==> src/rtl/mmu_pkg.sv <==
// Shared types and helpers for the MMU job sequencer.
//   sched_state_e : sequencer FSM states
//   res_lat()     : cycles from an activation read strobe to its aligned result
//   lane_lo()     : low bit index of a lane inside a flat lane-packed bus
package mmu_pkg;

  typedef enum logic [2:0] {
    IDLE,
    LOAD_WT,
    COMPUTE,
    DRAIN,
    DONE
  } sched_state_e;

  // buffer read (1) + array pipeline + deskew/output register (SIZE)
  function automatic int res_lat(input int size, input int pipe_lat);
    return 1 + pipe_lat + size;
  endfunction

  function automatic int lane_lo(input int lane, input int width);
    return lane * width;
  endfunction

endpackage

==> src/rtl/mmu_skew.sv <==
// Per-lane delay line. Lane i is delayed DLY0 + i*DIR cycles; a delay of 0
// is a plain wire. Used both for input skew (DIR=+1) and output deskew
// (DIR=-1).
//   i_clk   : clock
//   i_reset : synchronous active-low reset, clears every stage
//   i_data  : LANES lanes of W bits, lane i at [i*W +: W]
//   o_data  : delayed lanes, same packing
module mmu_skew
  import mmu_pkg::*;
#(
  parameter int LANES = 4,
  parameter int W     = 8,
  parameter int DLY0  = 0,
  parameter int DIR   = 1
) (
  input  logic               i_clk,
  input  logic               i_reset,
  input  logic [LANES*W-1:0] i_data,
  output logic [LANES*W-1:0] o_data
);

  for (genvar i = 0; i < LANES; i++) begin : g_lane
    localparam int D = DLY0 + i * DIR;
    if (D == 0) begin : g_pass
      assign o_data[lane_lo(i, W) +: W] = i_data[lane_lo(i, W) +: W];
    end else begin : g_dly
      logic [D-1:0][W-1:0] r_sh;
      always_ff @(posedge i_clk) begin
        if (!i_reset) begin
          r_sh <= '0;
        end else begin
          r_sh[0] <= i_data[lane_lo(i, W) +: W];
          for (int j = 1; j < D; j++) r_sh[j] <= r_sh[j-1];
        end
      end
      assign o_data[lane_lo(i, W) +: W] = r_sh[D-1];
    end
  end

endmodule

==> src/rtl/mmu_sched.sv <==
// Job sequencer for the SIZE x SIZE systolic MMU.
// Per job: reset the array, shift one weight tile in (row SIZE-1 first),
// stream num_vec activation vectors with per-lane input skew, then deskew
// the accumulator lanes and emit one aligned result per vector.
//   i_clk, i_reset          : clock, synchronous active-low reset
//   i_start, i_num_vec      : job request (IDLE only) and vector count
//   o_busy, o_done          : job in progress / 1-cycle end pulse
//   o_wt_rd_*, i_wt_rd_data : weight buffer port (1-cycle read latency)
//   o_act_rd_*, i_act_rd_data : activation buffer port (1-cycle latency)
//   o_mmu_*, i_mmu_acc_out  : MMU instance control, data and results
//   o_res_valid/addr/data   : aligned result vector stream, no backpressure
module mmu_sched
  import mmu_pkg::*;
#(
  parameter  int SIZE      = 4,
  parameter  int BIT_WIDTH = 8,
  parameter  int ACC_WIDTH = 32,
  parameter  int MAX_VEC   = 256,
  parameter  int PIPE_LAT  = 5,
  localparam int ADDR_W    = $clog2(MAX_VEC),
  localparam int WA_W      = (SIZE > 1) ? $clog2(SIZE) : 1
) (
  input  logic                      i_clk,
  input  logic                      i_reset,
  input  logic                      i_start,
  input  logic [ADDR_W:0]           i_num_vec,
  output logic                      o_busy,
  output logic                      o_done,
  output logic                      o_wt_rd_en,
  output logic [WA_W-1:0]           o_wt_rd_addr,
  input  logic [BIT_WIDTH*SIZE-1:0] i_wt_rd_data,
  output logic                      o_act_rd_en,
  output logic [ADDR_W-1:0]         o_act_rd_addr,
  input  logic [BIT_WIDTH*SIZE-1:0] i_act_rd_data,
  output logic                      o_mmu_rst,
  output logic                      o_mmu_control,
  output logic [BIT_WIDTH*SIZE-1:0] o_mmu_data_arr,
  output logic [BIT_WIDTH*SIZE-1:0] o_mmu_wt_arr,
  input  logic [ACC_WIDTH*SIZE-1:0] i_mmu_acc_out,
  output logic                      o_res_valid,
  output logic [ADDR_W-1:0]         o_res_addr,
  output logic [ACC_WIDTH*SIZE-1:0] o_res_data
);

  localparam int RES_LAT = res_lat(SIZE, PIPE_LAT);
  localparam int CNT_W   = $clog2(SIZE + 1);

  sched_state_e               r_state;
  logic                       r_busy, r_done;
  logic                       r_wt_rd_en, r_act_rd_en;
  logic [WA_W-1:0]            r_wt_rd_addr;
  logic [ADDR_W-1:0]          r_act_rd_addr;
  logic                       r_mmu_rst, r_mmu_control;
  logic [ADDR_W:0]            r_num_vec;
  logic [ADDR_W:0]            r_res_cnt;
  logic [CNT_W-1:0]           r_cnt;

  // Bit k tracks the vector whose act_rd_en was k+1 cycles ago.
  logic [RES_LAT-1:0]              r_vld_pipe;
  logic [RES_LAT-1:0][ADDR_W-1:0]  r_addr_pipe;
  logic [ACC_WIDTH*SIZE-1:0]       r_res_data;

  logic [BIT_WIDTH*SIZE-1:0]  w_act_in;
  logic [ACC_WIDTH*SIZE-1:0]  w_deskew;
  logic                       w_res_fire;

  assign w_res_fire = r_vld_pipe[RES_LAT-1];

  always_ff @(posedge i_clk) begin
    if (!i_reset) begin
      r_state       <= IDLE;
      r_busy        <= 1'b0;
      r_done        <= 1'b0;
      r_wt_rd_en    <= 1'b0;
      r_wt_rd_addr  <= '0;
      r_act_rd_en   <= 1'b0;
      r_act_rd_addr <= '0;
      r_mmu_rst     <= 1'b1;
      r_mmu_control <= 1'b0;
      r_num_vec     <= '0;
      r_res_cnt     <= '0;
      r_cnt         <= '0;
    end else begin
      if (w_res_fire) r_res_cnt <= r_res_cnt + 1'b1;
      case (r_state)
        IDLE: begin
          r_mmu_rst <= 1'b0;
          if (i_start) begin
            r_state      <= LOAD_WT;
            r_busy       <= 1'b1;
            r_mmu_rst    <= 1'b1;
            r_num_vec    <= i_num_vec;
            r_res_cnt    <= '0;
            r_cnt        <= '0;
            r_wt_rd_en   <= 1'b1;
            r_wt_rd_addr <= WA_W'(SIZE - 1);
          end
        end
        LOAD_WT: begin
          // Reads issue on cnt 0..SIZE-1; each row reaches the array one
          // cycle later, so the shift strobe trails the read strobe by one.
          r_mmu_rst     <= 1'b0;
          r_cnt         <= r_cnt + 1'b1;
          r_wt_rd_en    <= (r_cnt < CNT_W'(SIZE - 1));
          r_mmu_control <= (r_cnt < CNT_W'(SIZE));
          if (r_wt_rd_addr != '0) r_wt_rd_addr <= r_wt_rd_addr - 1'b1;
          if (r_cnt == CNT_W'(SIZE)) begin
            if (r_num_vec == '0) begin
              r_state <= DRAIN;
            end else begin
              r_state       <= COMPUTE;
              r_act_rd_en   <= 1'b1;
              r_act_rd_addr <= '0;
            end
          end
        end
        COMPUTE: begin
          if ({1'b0, r_act_rd_addr} == r_num_vec - (ADDR_W+1)'(1)) begin
            r_state       <= DRAIN;
            r_act_rd_en   <= 1'b0;
            r_act_rd_addr <= '0;
          end else begin
            r_act_rd_addr <= r_act_rd_addr + 1'b1;
          end
        end
        DRAIN: begin
          // Count includes a result leaving the pipe this very cycle.
          if (r_res_cnt + (ADDR_W+1)'(w_res_fire) == r_num_vec) begin
            r_state <= DONE;
            r_done  <= 1'b1;
          end
        end
        DONE: begin
          r_state <= IDLE;
          r_done  <= 1'b0;
          r_busy  <= 1'b0;
        end
        default: r_state <= IDLE;
      endcase
    end
  end

  always_ff @(posedge i_clk) begin
    if (!i_reset) begin
      r_vld_pipe  <= '0;
      r_addr_pipe <= '0;
      r_res_data  <= '0;
    end else begin
      r_vld_pipe  <= {r_vld_pipe[RES_LAT-2:0], r_act_rd_en};
      r_addr_pipe <= {r_addr_pipe[RES_LAT-2:0], r_act_rd_addr};
      r_res_data  <= r_vld_pipe[RES_LAT-2] ? w_deskew : '0;
    end
  end

  // Only real activation data enters the skew line; idle lanes stay zero.
  assign w_act_in = r_vld_pipe[0] ? i_act_rd_data : '0;

  mmu_skew #(
    .LANES (SIZE),
    .W     (BIT_WIDTH),
    .DLY0  (0),
    .DIR   (1)
  ) u_in_skew (
    .i_clk   (i_clk),
    .i_reset (i_reset),
    .i_data  (w_act_in),
    .o_data  (o_mmu_data_arr)
  );

  mmu_skew #(
    .LANES (SIZE),
    .W     (ACC_WIDTH),
    .DLY0  (SIZE - 1),
    .DIR   (-1)
  ) u_out_deskew (
    .i_clk   (i_clk),
    .i_reset (i_reset),
    .i_data  (i_mmu_acc_out),
    .o_data  (w_deskew)
  );

  assign o_busy        = r_busy;
  assign o_done        = r_done;
  assign o_wt_rd_en    = r_wt_rd_en;
  assign o_wt_rd_addr  = r_wt_rd_addr;
  assign o_act_rd_en   = r_act_rd_en;
  assign o_act_rd_addr = r_act_rd_addr;
  assign o_mmu_rst     = r_mmu_rst;
  assign o_mmu_control = r_mmu_control;
  assign o_mmu_wt_arr  = r_mmu_control ? i_wt_rd_data : '0;
  assign o_res_valid   = w_res_fire;
  assign o_res_addr    = r_addr_pipe[RES_LAT-1];
  assign o_res_data    = r_res_data;

endmodule
==> config.mk <==
export PLATFORM = sky130hd
export DESIGN_NAME = mmu_sched
export DESIGN_NICKNAME = d
export VERILOG_FILES = /design/src/rtl/mmu_pkg.sv /design/src/rtl/mmu_skew.sv /design/src/rtl/mmu_sched.sv
export SDC_FILE = /design/constraint.sdc
export NUM_CORES = 1
export LEC_CHECK = 0
export CORE_ASPECT_RATIO = 0.6
export CORE_MARGIN = 1.5
export CORE_UTILIZATION = 35
export DETAILED_ROUTE_END_ITERATION = 12
export PLACE_DENSITY_LB_ADDON = 0.12
export SYNTH_ARGS = -nofsm -noshare
export SYNTH_HDL_FRONTEND = slang
export SYNTH_HIERARCHICAL = 1
export SYNTH_SLANG_ARGS = --single-unit
==> constraint.sdc <==
create_clock -name i_clk -period 4.15 [get_ports i_clk]
set_input_delay 0.83 -clock i_clk [delete_from_list [all_inputs] [get_ports i_clk]]
set_output_delay 0.83 -clock i_clk [all_outputs]
set_load 0.1 [all_outputs]
; ---- Word level (Yosys, flattened, before mapping)
; Index checks and enable logic that the tools add are counted.
[op_classes]
addsub = 6
order_cmp = 2
n_eq_ne = 13
muxes = 31
n_reduce_logical = 17
[ops]
columns = cell, n
row1 = 32-bit two-way mux, 1
row2 = 8-bit two-way mux, 4
row3 = 9-bit two-way mux, 3
row4 = 8-bit case mux with 2 select lines, 1
row5 = 3-bit two-way mux, 5
row6 = 2-bit != test (second input constant), 6
row7 = 3-bit case mux with 4 select lines, 1
row8 = 2-bit AND reduction, 6
row9 = 1-bit case mux with 2 select lines, 5
row10 = 2-bit nonzero test, 5
row11 = 9-bit by 1-bit adder with 9-bit output, 1
row12 = 9-bit by 1-bit adder with 9-bit output (second input constant), 1
row13 = 8-bit by 9-bit == test with 1-bit output, 1
row14 = 9-bit == test, 1
row15 = 9-bit logical NOT, 1
row16 = 9-bit by 1-bit subtractor with 9-bit output (second input constant), 1
row17 = 8-bit by 1-bit adder with 8-bit output (second input constant), 1
row18 = 4-bit AND reduction, 2
row19 = 1-bit two-way mux, 7
row20 = 3-bit by 2-bit == test with 1-bit output (second input constant), 2
row21 = 3-bit == test (second input constant), 2
row22 = 3-bit case mux with 2 select lines, 1
row23 = 3-bit AND reduction, 2
row24 = 2-bit two-way mux, 2
row25 = 7 further kinds, 7
[word_totals]
register_bits = 498
in_bits = 204
out_inout_bits = 217
elab_cells = 105

; ---- Depth between registers and ports, before layout
[depth]
depth_word = 4
mapped_depth = 10
depth_no_buf = 8

; ---- By module
; The synthesis kept the hierarchy.
[by_module_without_submodules]
columns = mod, n_inst, cells_each, area_each_um2, seq_area_each_um2
row1 = mmu_sched, 1, 864, 8858.5, 5165.0
row2 = mmu_skew at u_out_deskew, 1, 501, 5995.8, 3843.7
row3 = mmu_skew at u_in_skew, 1, 125, 1511.4, 960.9

; ---- Least setup slack after synthesis
; No wires, ideal clock.
[synth_path]
kind = register to register
start = register r_vld_pipe[9]
end = register r_state[0]
setup_ns = 0.116
arrival_ns = 2.788
required_time_ns = 4.034
path_slack_ns = 1.246
stages_incl_launch_ff = 9
n_path_buf = 0
period_less_slack_ns = 2.904
cell_sequence = dfxtp_1 -> ha_1 -> ha_1 -> nand4_1 -> nand2b_1 -> o41ai_1 -> a22oi_1 -> o2111a_1 -> a31o_1
[synth_via]
elab_chain_cells = 4
[synth_lines]
columns = item, line
row1 = start: declaration, mmu_sched.sv:59  ; logic [RES_LAT-1:0] r_vld_pipe;
row2 = start signal: assignment, mmu_sched.sv:149  ; r_vld_pipe <= {r_vld_pipe[RES_LAT-2:0], r_act_rd_en};
row3 = 9-bit by 1-bit adder with 9-bit output, mmu_sched.sv:128  ; if (r_res_cnt + (ADDR_W+1)'(w_res_fire) == r_num_vec) begin
row4 = 9-bit == test, mmu_sched.sv:128
row5 = 2-bit != test (no line), n/a
row6 = 4-bit AND reduction (no line), n/a
row7 = end signal: assignment, mmu_sched.sv:129  ; r_state <= DONE;
row8 = end signal: assignment, mmu_sched.sv:134  ; r_state <= IDLE;
row9 = end signal: assignment, mmu_sched.sv:138  ; default: r_state <= IDLE;
row10 = end: declaration, mmu_sched.sv:48  ; sched_state_e r_state;
; Every way passes these cells.
; A chain may end at the register's enable or synchronous reset.

; ---- Worst setup path after layout
[layout_path]
start = register r_act_rd_addr[5] (netlist: o_act_rd_addr[5])
end = output o_act_rd_addr[5]
[layout_rtl]
columns = item, line
row1 = start: declaration, mmu_sched.sv:52  ; logic [ADDR_W-1:0] r_act_rd_addr;
row2 = start signal: assignment, mmu_sched.sv:123  ; r_act_rd_addr <= r_act_rd_addr + 1'b1;
row3 = end: declaration, mmu_sched.sv:33  ; output logic [ADDR_W-1:0] o_act_rd_addr,
; No word-level cell between the ends.

==> flow_summary.toml <==
[run_status]
status = "finished clean"

[floorplanning]
pin_count = 421
row_count = 61
die_x_microns = 282
die_y_microns = 170
die-area_sq_um = 48100
start_util = 0.354
coreArea_sq_um = 46300

[sta]
rsz0062_at_grt = "no"
worst_slack_ns = 0.946
relSlewSlack = 0.256
max_freq_ghz = 0.312
final.setup.tns_ns = 0
tightestPinTransition_ns = 1.11
final-setup-viol-count = 0
hold_violations = 0
fin_crit_sh = 0.772
skew_ns = 0.00702
drv_slew = 0
post-route-min-period_ns = 3.20

[clock_tree]
cts_setup_buffers = 0
htree_levels = 2
cts_sinks = 498
cts_buffers = 46
cts_hold_buffers = 0
cts_tree = "done"
root_buffer = "clkbuf_16"
cts.path.max_buffers = 3
cts_resized = 0
clock_latency_ns = 0.56
cts.clk_slew.worst_paths_ns = 0.06

[worst_setup_path]
crit_path_top_delay_cell = "clkdlybuf4s50_1"
cp_cell_sequence = "clkdlybuf4s50_1"
cp.required_ns = 3.32
path_buf_inv = 1
crit_path_start_kind = "flip-flop"
cp-end-kind = "output pin"
critical-path-top-delay-family = "buffers and inverters"
crit_fanout = 9
critPathKind = "flip-flop to output pin"
arrival_ns = 2.37
slowest_delay_ns = 1.29

[synthesis]
syn_avg_cell_area_sq_um = 11.0
synth-seq-cells = 498
synth_fp_nets = 1703
async_flop_share = 0
syn_inst = 1490
ys_seq_area_frac = 0.609
ys.flop_type = "dfxtp_1"
netlist_area_sq_um = 16400
synth_edf_count = 0
yosys_warnings = 6
synthDistinctLibCells = 63

[detailed_routing]
via_count = 10000
wl_per_cell_microns = 14.8
drc = 0
wirelength_mm = 35.5
drtIter0Drc = 400
ant_nets = 0
vias_per_cell = 4.17
drt_first_pass_iters = 4

[global_routing]
grt_util_met3 = 0.0341
grt_usage = 0.142
grt_max_degree = 287
busiest_layer = "met2"
grt_pass1_wl_mm = 53.4
grt_pass1_vias = 9327
grt-ovfl-total = 0
grt_use_met2 = 0.215
grt_use_met1 = 0.198
antenna_found_initial = 2

[cells_and_area]
utilization = 0.463
syn2layout_area_growth_pct = 30.7
multi_input_area_sq_um = 4830
drive_above_1_share = 0.0923
layout_common_cells = "dfxtp_1 (497), clkdlybuf4s50_1 (379), and2_1 (374), and3_1 (131), clkbuf_16 (47)"
area.sequential_sq_um = 9970
n_fill_cell = 4311
final_common_cell = "dfxtp_1"
stdcell_area_sq_um = 21400
fin_nets = 1956

[power]
leakagePower_nw = 8.97
ir_worst_vdd_mv = 0.259
p_total_mw = 11.2
cellPowerDensity_nw_per_um2 = 525

[run]
cap_viol_max_count = 0

[hold_path]
hp-class = "flip-flop to flip-flop"

[place]
gp_congestion = 0.776
place_area_sq_um = 19800
io_buffers = 420
dp_worst_setup_slack_ns = 1.38
hpwl_mm = 24.1
-- final timing paths --
check	depth (start not counted)	to	slack [ns]	startpoint
max	1	o_act_rd_addr[5]	0.95	o_act_rd_addr[5]
min	1	u_out_deskew/o_data[50]	0.43	u_out_deskew/g_lane[1].g_dly.r_sh[18]
max reg2reg	8	o_act_rd_addr[0]	1.56	r_num_vec[0]
min reg2reg	1	u_out_deskew/o_data[50]	0.43	u_out_deskew/g_lane[1].g_dly.r_sh[18]
-- stage by stage --
stage | instances | hold slack [ns]
2_1_floorplan | 1490 | 0.412
3_3_place_gp | 2325 | 0.413
3_5_place_dp | 2325 | 0.417
4_1_cts | 2407 | 0.427
5_1_grt | 2408 | 0.438
6_report | 2408 | 0.428
-- flip-flops by register name, indices dropped and copies added (netlist names), 2 cells and up --
| register | count |
|---|---|
| o_res_data | 128 |
| u_out_deskew/g_lane.g_dly.r_sh | 128 |
| r_addr_pipe | 72 |
| u_out_deskew/o_data | 64 |
| u_in_skew/g_lane.g_dly.r_sh | 32 |
| u_in_skew/o_data | 16 |
| r_vld_pipe | 10 |
| r_num_vec | 9 |
| r_res_cnt | 9 |
| o_act_rd_addr | 8 |
| o_res_addr | 8 |
| r_cnt | 3 |
| r_state | 3 |
| o_wt_rd_addr | 2 |
-- final cells by class --
type / count / share of cell area
sequential: 498 / 0.466
clock inverter: 26 / 0.0147
tap: 630 / 0.0368
clock buffer: 56 / 0.0594
timing repair buffer: 425 / 0.194
inverter: 15 / 0.00263
multi-input combinational: 757 / 0.226
antenna: 1 / 0.000117
-- cells in the mapped netlist (7+ instances only) --
| library cell | count | area (sq um) |
|---|---|---|
| a21oi_1 | 25 | 125 |
| and2_1 | 374 | 2340 |
| and2_2 | 21 | 158 |
| and3_1 | 131 | 820 |
| buf_2 | 7 | 35.0 |
| buf_4 | 129 | 968 |
| buf_6 | 25 | 282 |
| clkbuf_1 | 56 | 210 |
| dfxtp_1 | 498 | 9970 |
| ha_1 | 9 | 113 |
| inv_1 | 15 | 56.3 |
| nand2_1 | 34 | 128 |
| nand3_1 | 13 | 65.1 |
| nor2_1 | 33 | 124 |
| nor3_1 | 8 | 40.0 |
| xnor2_1 | 13 | 114 |
| xor2_1 | 12 | 105 |
-- where the power goes --
group          switching, mW  total, mW  internal [mW]
Sequential             0.126       5.07           4.94
Combinational           1.20       1.76          0.565
Clock                   1.83       4.40           2.57
-- cell families (layout without fill, tap and decap cells) --
logic type,after synthesis,after routing,share of synthesized area
compound gates,73,73,0.0313
buf+inv,235,522,0.0956
fa+ha+maj,9,9,0.00688
xor+xnor,26,26,0.0144
mux,1,1,0.000612
flops,498,498,0.609
other cells,0,1,0
simple gates,648,648,0.242
-- metal layers --
metal,wire length (microns),part of all wire,vias up
li1,-,-,5153
met1,17100,0.48,4618
met2,15800,0.45,217
met3,1830,0.052,60
met4,779,0.022,0
met5,0,0,-
Note: power is estimated with default switching activity, not from simulation.
==> patch 1 (same settings) <==
`PIPE_LAT`: 5 -> 10.
--- a/src/rtl/mmu_sched.sv
+++ b/src/rtl/mmu_sched.sv
@@ -16,7 +16,7 @@
   parameter  int BIT_WIDTH = 8,
   parameter  int ACC_WIDTH = 32,
   parameter  int MAX_VEC   = 256,
-  parameter  int PIPE_LAT  = 5,
+  parameter  int PIPE_LAT  = 10,
   localparam int ADDR_W    = $clog2(MAX_VEC),
   localparam int WA_W      = (SIZE > 1) ? $clog2(SIZE) : 1
 ) (
Behaviour: no difference found for any inputs over 10 cycles, from zero or initial values and one cycle with i_reset low; that may be too few to reach the edited logic, so the function may still have changed.
==> patch 1 against the original RTL <==
Core utilization is 0.43 points lower. Critical path depth stayed put. Sequential share of layout area is 1.6 points higher. Worst setup slack better by 0.030 ns. Sequential cell count is 45 higher. Non-clock buffer count is 5 higher. Cell area is 5.5% higher. Wire length is 2.6% higher. Area after synthesis is 6.6% higher. Synthesized cell count is 6.0% higher. Total power is 2.5% higher. Combinational power is 14% lower. Critical path type unchanged.
==> patch 1: results (changes against the original RTL) <==
[outcome]
status=completed

[global_route]
grtUsageTotal_pct=13.9  ; -0.28 points
antenna_found_initial=0  ; -2
grt_pass1_wl_mm=56.6  ; +6.0%
first_global_vias=10100  ; +8.0%
use_met1_pct=18.5  ; -1.3 points
met3_usage_pct=4.01  ; +0.60 points
grt_use_met2_pct=21.8  ; +0.27 points
grt_max_degree=102  ; -64%

[layout]
fillers=4555  ; +5.7%
final_cells=2522  ; +4.7%
fin_nets=2047  ; +4.7%
diodes=0  ; -1
drive_gt1_share_pct=8.39  ; -0.84 points

[timing]
slew_headroom_pct=25.8  ; +0.26 points
clock_skew_ns=0.0136  ; +0.00657 ns
final_max_slew_viol_count=0  ; unchanged

[yosys]
synth_nets=1792  ; +5.2%
synth.distinct_cells=49  ; -22%
synth_area_per_cell_um2=11.0  ; +0.55%
synth_common_cells=dfxtp_1, and2_1, and3_1
synth_seq_area_share_pct=62.3  ; +1.4 points
yosysWarnings=6  ; unchanged
synthTopCellsByArea=dfxtp_1, and2_1, buf_4

[setup_path]
cp-startpoint=o_act_rd_addr[2]
crit_fanout=9  ; unchanged
timing.rr.start=r_num_vec[0]
slowest_stage=clkdlybuf4s50_1
critPathMaxStageDelay_ns=1.23  ; -0.06 ns
cpLargestDelayFamily=buffers and inverters

[detailed_routing]
vias=10500  ; +4.8%
wl_met1_mm=17.1  ; -0.13%
route.met2.wl_mm=16.2  ; +2.3%
route.met3.wl_mm=2.35  ; +28%
finalWirelength_mm=36.5  ; +2.6%
drtPass1Iterations=4  ; unchanged
drt-initial-drc-count=440  ; +10%
topRoutingLayerUsed=met4

[clocking]
ctsHtreeMaxLevel=2  ; unchanged
root_buffer=clkbuf_16
cts_setup_buffers=0  ; unchanged
clkLatencyLatePin_ns=0.55
cts_resized=0  ; unchanged
cts_made_buffers=50  ; +8.7%
clk_pin_slew_ns=0.06  ; about the same

[worst_hold_path]
worstHoldStart=r_addr_pipe[31]
hp-class=register to register

[placement]
dpl.hpwl_mm=24.8  ; +3.1%
gp_congestion=0.783  ; +0.94%
placed_cell_area_mm2=0.0209  ; +5.8%
post-place-cells=2432  ; +4.6%

[power]
peakVddDrop_uv=307  ; +19%
total_leakage_power_uw=0.00946  ; +5.4%

patch 1: cell types whose count changed in the layout (fill, tap and decap cells not counted), moves of 6 or more:
cell      change
and2_1       +44
clkbuf_1     +12
dfxtp_1      +45
clkinv_2      -8
o32ai_1       -6
patch 1: final timing paths:
check	to	slack, ns	depth (start not counted)
setup / recovery	o_act_rd_addr[2]	0.98	1
hold / removal	r_addr_pipe[39]	0.42	1
setup reg to reg	r_state[0]	1.55	8
hold reg to reg	r_addr_pipe[39]	0.42	1
patch 1: area by class of cell:
class	instances	area (µm²)	area share, %
sequential	543	10900	48.2
multi-input combinational	796	4990	22.1
timing repair buffer	430	4220	18.7
clock buffer	76	1460	6.46
tap	650	813	3.60
clock inverter	14	170	0.754
inverter	13	48.8	0.216
patch 1: cells by family (layout without fill, tap and decap cells):
logic type      Yosys count  count (layout)  synth area share (%)
compound gates           59              59                  2.16
xor+xnor                 30              30                  1.51
fa+ha+maj                 9               9                 0.646
buf+inv                 240             533                  9.04
flops                   543             543                  62.3
mux                       3               3                 0.179
simple gates            695             695                  24.1
patch 1: metrics by stage:
| step | worst slack (ns) | power [µW] |
|---|---|---|
| global placement | 1.54 | 7090 |
| floorplan | 1.29 | 6680 |
| global route | 0.895 | 12000 |
| detailed placement | 1.54 | 7110 |
| finish | 0.976 | 11500 |
| CTS | 0.955 | 11700 |
patch 1: report_power, final:
| part | leakage [µW] | internal (µW) | total (µW) | switching [µW] |
|---|---|---|---|---|
| clock | 0.000798 | 2610 | 4530 | 1920 |
| sequential | 0.00442 | 5350 | 5470 | 123 |
| combinational | 0.00424 | 509 | 1510 | 1000 |
| total | 0.00946 | 8470 | 11500 | 3050 |
==> patch 2 (config.mk and constraints unchanged) <==
Without the edit above. Add an input register stage for `i_act_rd_data`; this delays it by one clock. The other inputs are not delayed to match. Comments in the files are not updated.
--- a/src/rtl/mmu_sched.sv
+++ b/src/rtl/mmu_sched.sv
@@ -45,6 +45,12 @@
   localparam int RES_LAT = res_lat(SIZE, PIPE_LAT);
   localparam int CNT_W   = $clog2(SIZE + 1);
 
+  logic [BIT_WIDTH*SIZE-1:0] i_act_rd_data_q;
+
+  always_ff @(posedge i_clk) begin
+    i_act_rd_data_q <= i_act_rd_data;
+  end
+
   sched_state_e               r_state;
   logic                       r_busy, r_done;
   logic                       r_wt_rd_en, r_act_rd_en;
@@ -153,7 +159,7 @@
   end
 
   // Only real activation data enters the skew line; idle lanes stay zero.
-  assign w_act_in = r_vld_pipe[0] ? i_act_rd_data : '0;
+  assign w_act_in = r_vld_pipe[0] ? i_act_rd_data_q : '0;
 
   mmu_skew #(
     .LANES (SIZE),
Check against the original RTL: not equivalent (a bounded check fails within 10 cycles, from zero or initial values and one cycle with i_reset low).
==> patch 2 against the original RTL <==
Total power down 2.5%. Sequential cell count increased by 32. Worst setup slack got worse by 0.029 ns. Cell area increased by 2.7%. First-iteration DRC count grew 33%. Non-clock buffer count grew 2. Synthesized cell count is 1.7% higher. Via count grew 2.1%. Wire length is 0.96% lower. Die area is 3.5% higher. Area after synthesis grew 3.5%. Largest cell class unchanged.
==> patch 2: results (changes against the original RTL) <==
[outcome]
status=completed

[detailed_routing]
viasPerCell=4.19  ; +0.34%
finalWirelength_mm=35.2  ; -0.96%
drt-initial-drc-count=530  ; +33%

[timing]
timing.hold.ws_ns=0.426  ; -0.00229 ns
clock_skew_ns=0.0146  ; +0.00757 ns
min_period_over_period_pct=77.9  ; +0.69 points
slew_headroom_pct=27.2  ; +1.7 points

[global_route]
grtUsageTotal_pct=13.8  ; -0.31 points
grt_pass1_wl_mm=55.0  ; +2.9%
antenna_found_initial=1  ; -1
first_global_vias=9710  ; +4.1%

[layout]
fillers=4471  ; +3.7%
fin_nets=1988  ; +1.6%
drive_gt1_share_pct=8.46  ; -0.77 points

[placement]
dpl.hpwl_mm=23.3  ; -3.3%
gp_congestion=0.821  ; +5.9%

[yosys]
synth_seq_area_share_pct=62.6  ; +1.7 points
synth_nets=1729  ; +1.5%
synth_common_cells=dfxtp_1, and2_1, and3_1

[power]
peakVddDrop_uv=331  ; +28%

[setup_path]
worstPathArrival_ns=2.40  ; +0.03 ns
critPathMaxStageDelay_ns=1.24  ; -0.05 ns

[clocking]
cts_made_buffers=50  ; +8.7%

[worst_hold_path]
worstHoldStart=u_out_deskew/g_lane[1].g_dly.r_sh[13]

-- patch 2: cell types whose count changed in the layout (fill, tap and decap cells not counted), sizes merged, moves of 4 or more --
cell and change:
bufinv -4, clkbuf +17, clkinv -10, dfxtp +32, inv -5, o21ai +7
o32ai -5, xnor2 +4
-- patch 2: per-stage QoR --
| step | instance area (µm²) | cells |
|---|---|---|
| global route | 22000 | 2449 |
| CTS | 22000 | 2449 |
| floorplan | 16900 | 1516 |
| finish | 22000 | 2451 |
| global placement | 20400 | 2363 |
| detailed placement | 20400 | 2363 |
-- patch 2: cell type report --
class / instances / area, µm² / share of cell area, %
sequential: 530 / 10600 / 48.3
multi-input combinational: 755 / 4790 / 21.8
timing repair buffer: 427 / 4190 / 19.0
clock buffer: 73 / 1420 / 6.45
tap: 640 / 801 / 3.64
clock inverter: 13 / 131 / 0.598
inverter: 11 / 41.3 / 0.188
antenna: 2 / 5.00 / 0.0228
-- patch 2: final timing paths --
kind	cells past startpoint	to
worst max-delay path	1	o_act_rd_addr[5]
worst min-delay path	1	u_out_deskew/o_data[45]
worst max register to register	8	r_state[1]
worst min register to register	1	u_out_deskew/o_data[45]
-- patch 2: power breakdown --
group	internal [µW]	switching, µW	total [µW]
sequential	5240	72.1	5310
combinational	460	835	1300
clock	2490	1860	4350
-- patch 2: cells by family after synthesis --
kind of cell / count (synthesis) / synth area share (%)
compound gates: 75 / 3.07
xor+xnor: 27 / 1.40
fa+ha+maj: 9 / 0.665
buf+inv: 231 / 9.13
flops: 530 / 62.6
mux: 2 / 0.118
simple gates: 642 / 23.0
-- patch 2: per-layer routing --
| layer | up-vias | routed length, µm | GRT usage [%] |
|---|---|---|---|
| li1 | 5225 | - | - |
| met1 | 4761 | 16300 | 18.5 |
| met2 | 232 | 16000 | 21.9 |
| met3 | 44 | 2440 | 4.16 |
| met4 | 0 | 522 | 3.29 |
| met5 | - | 0 | 0 |
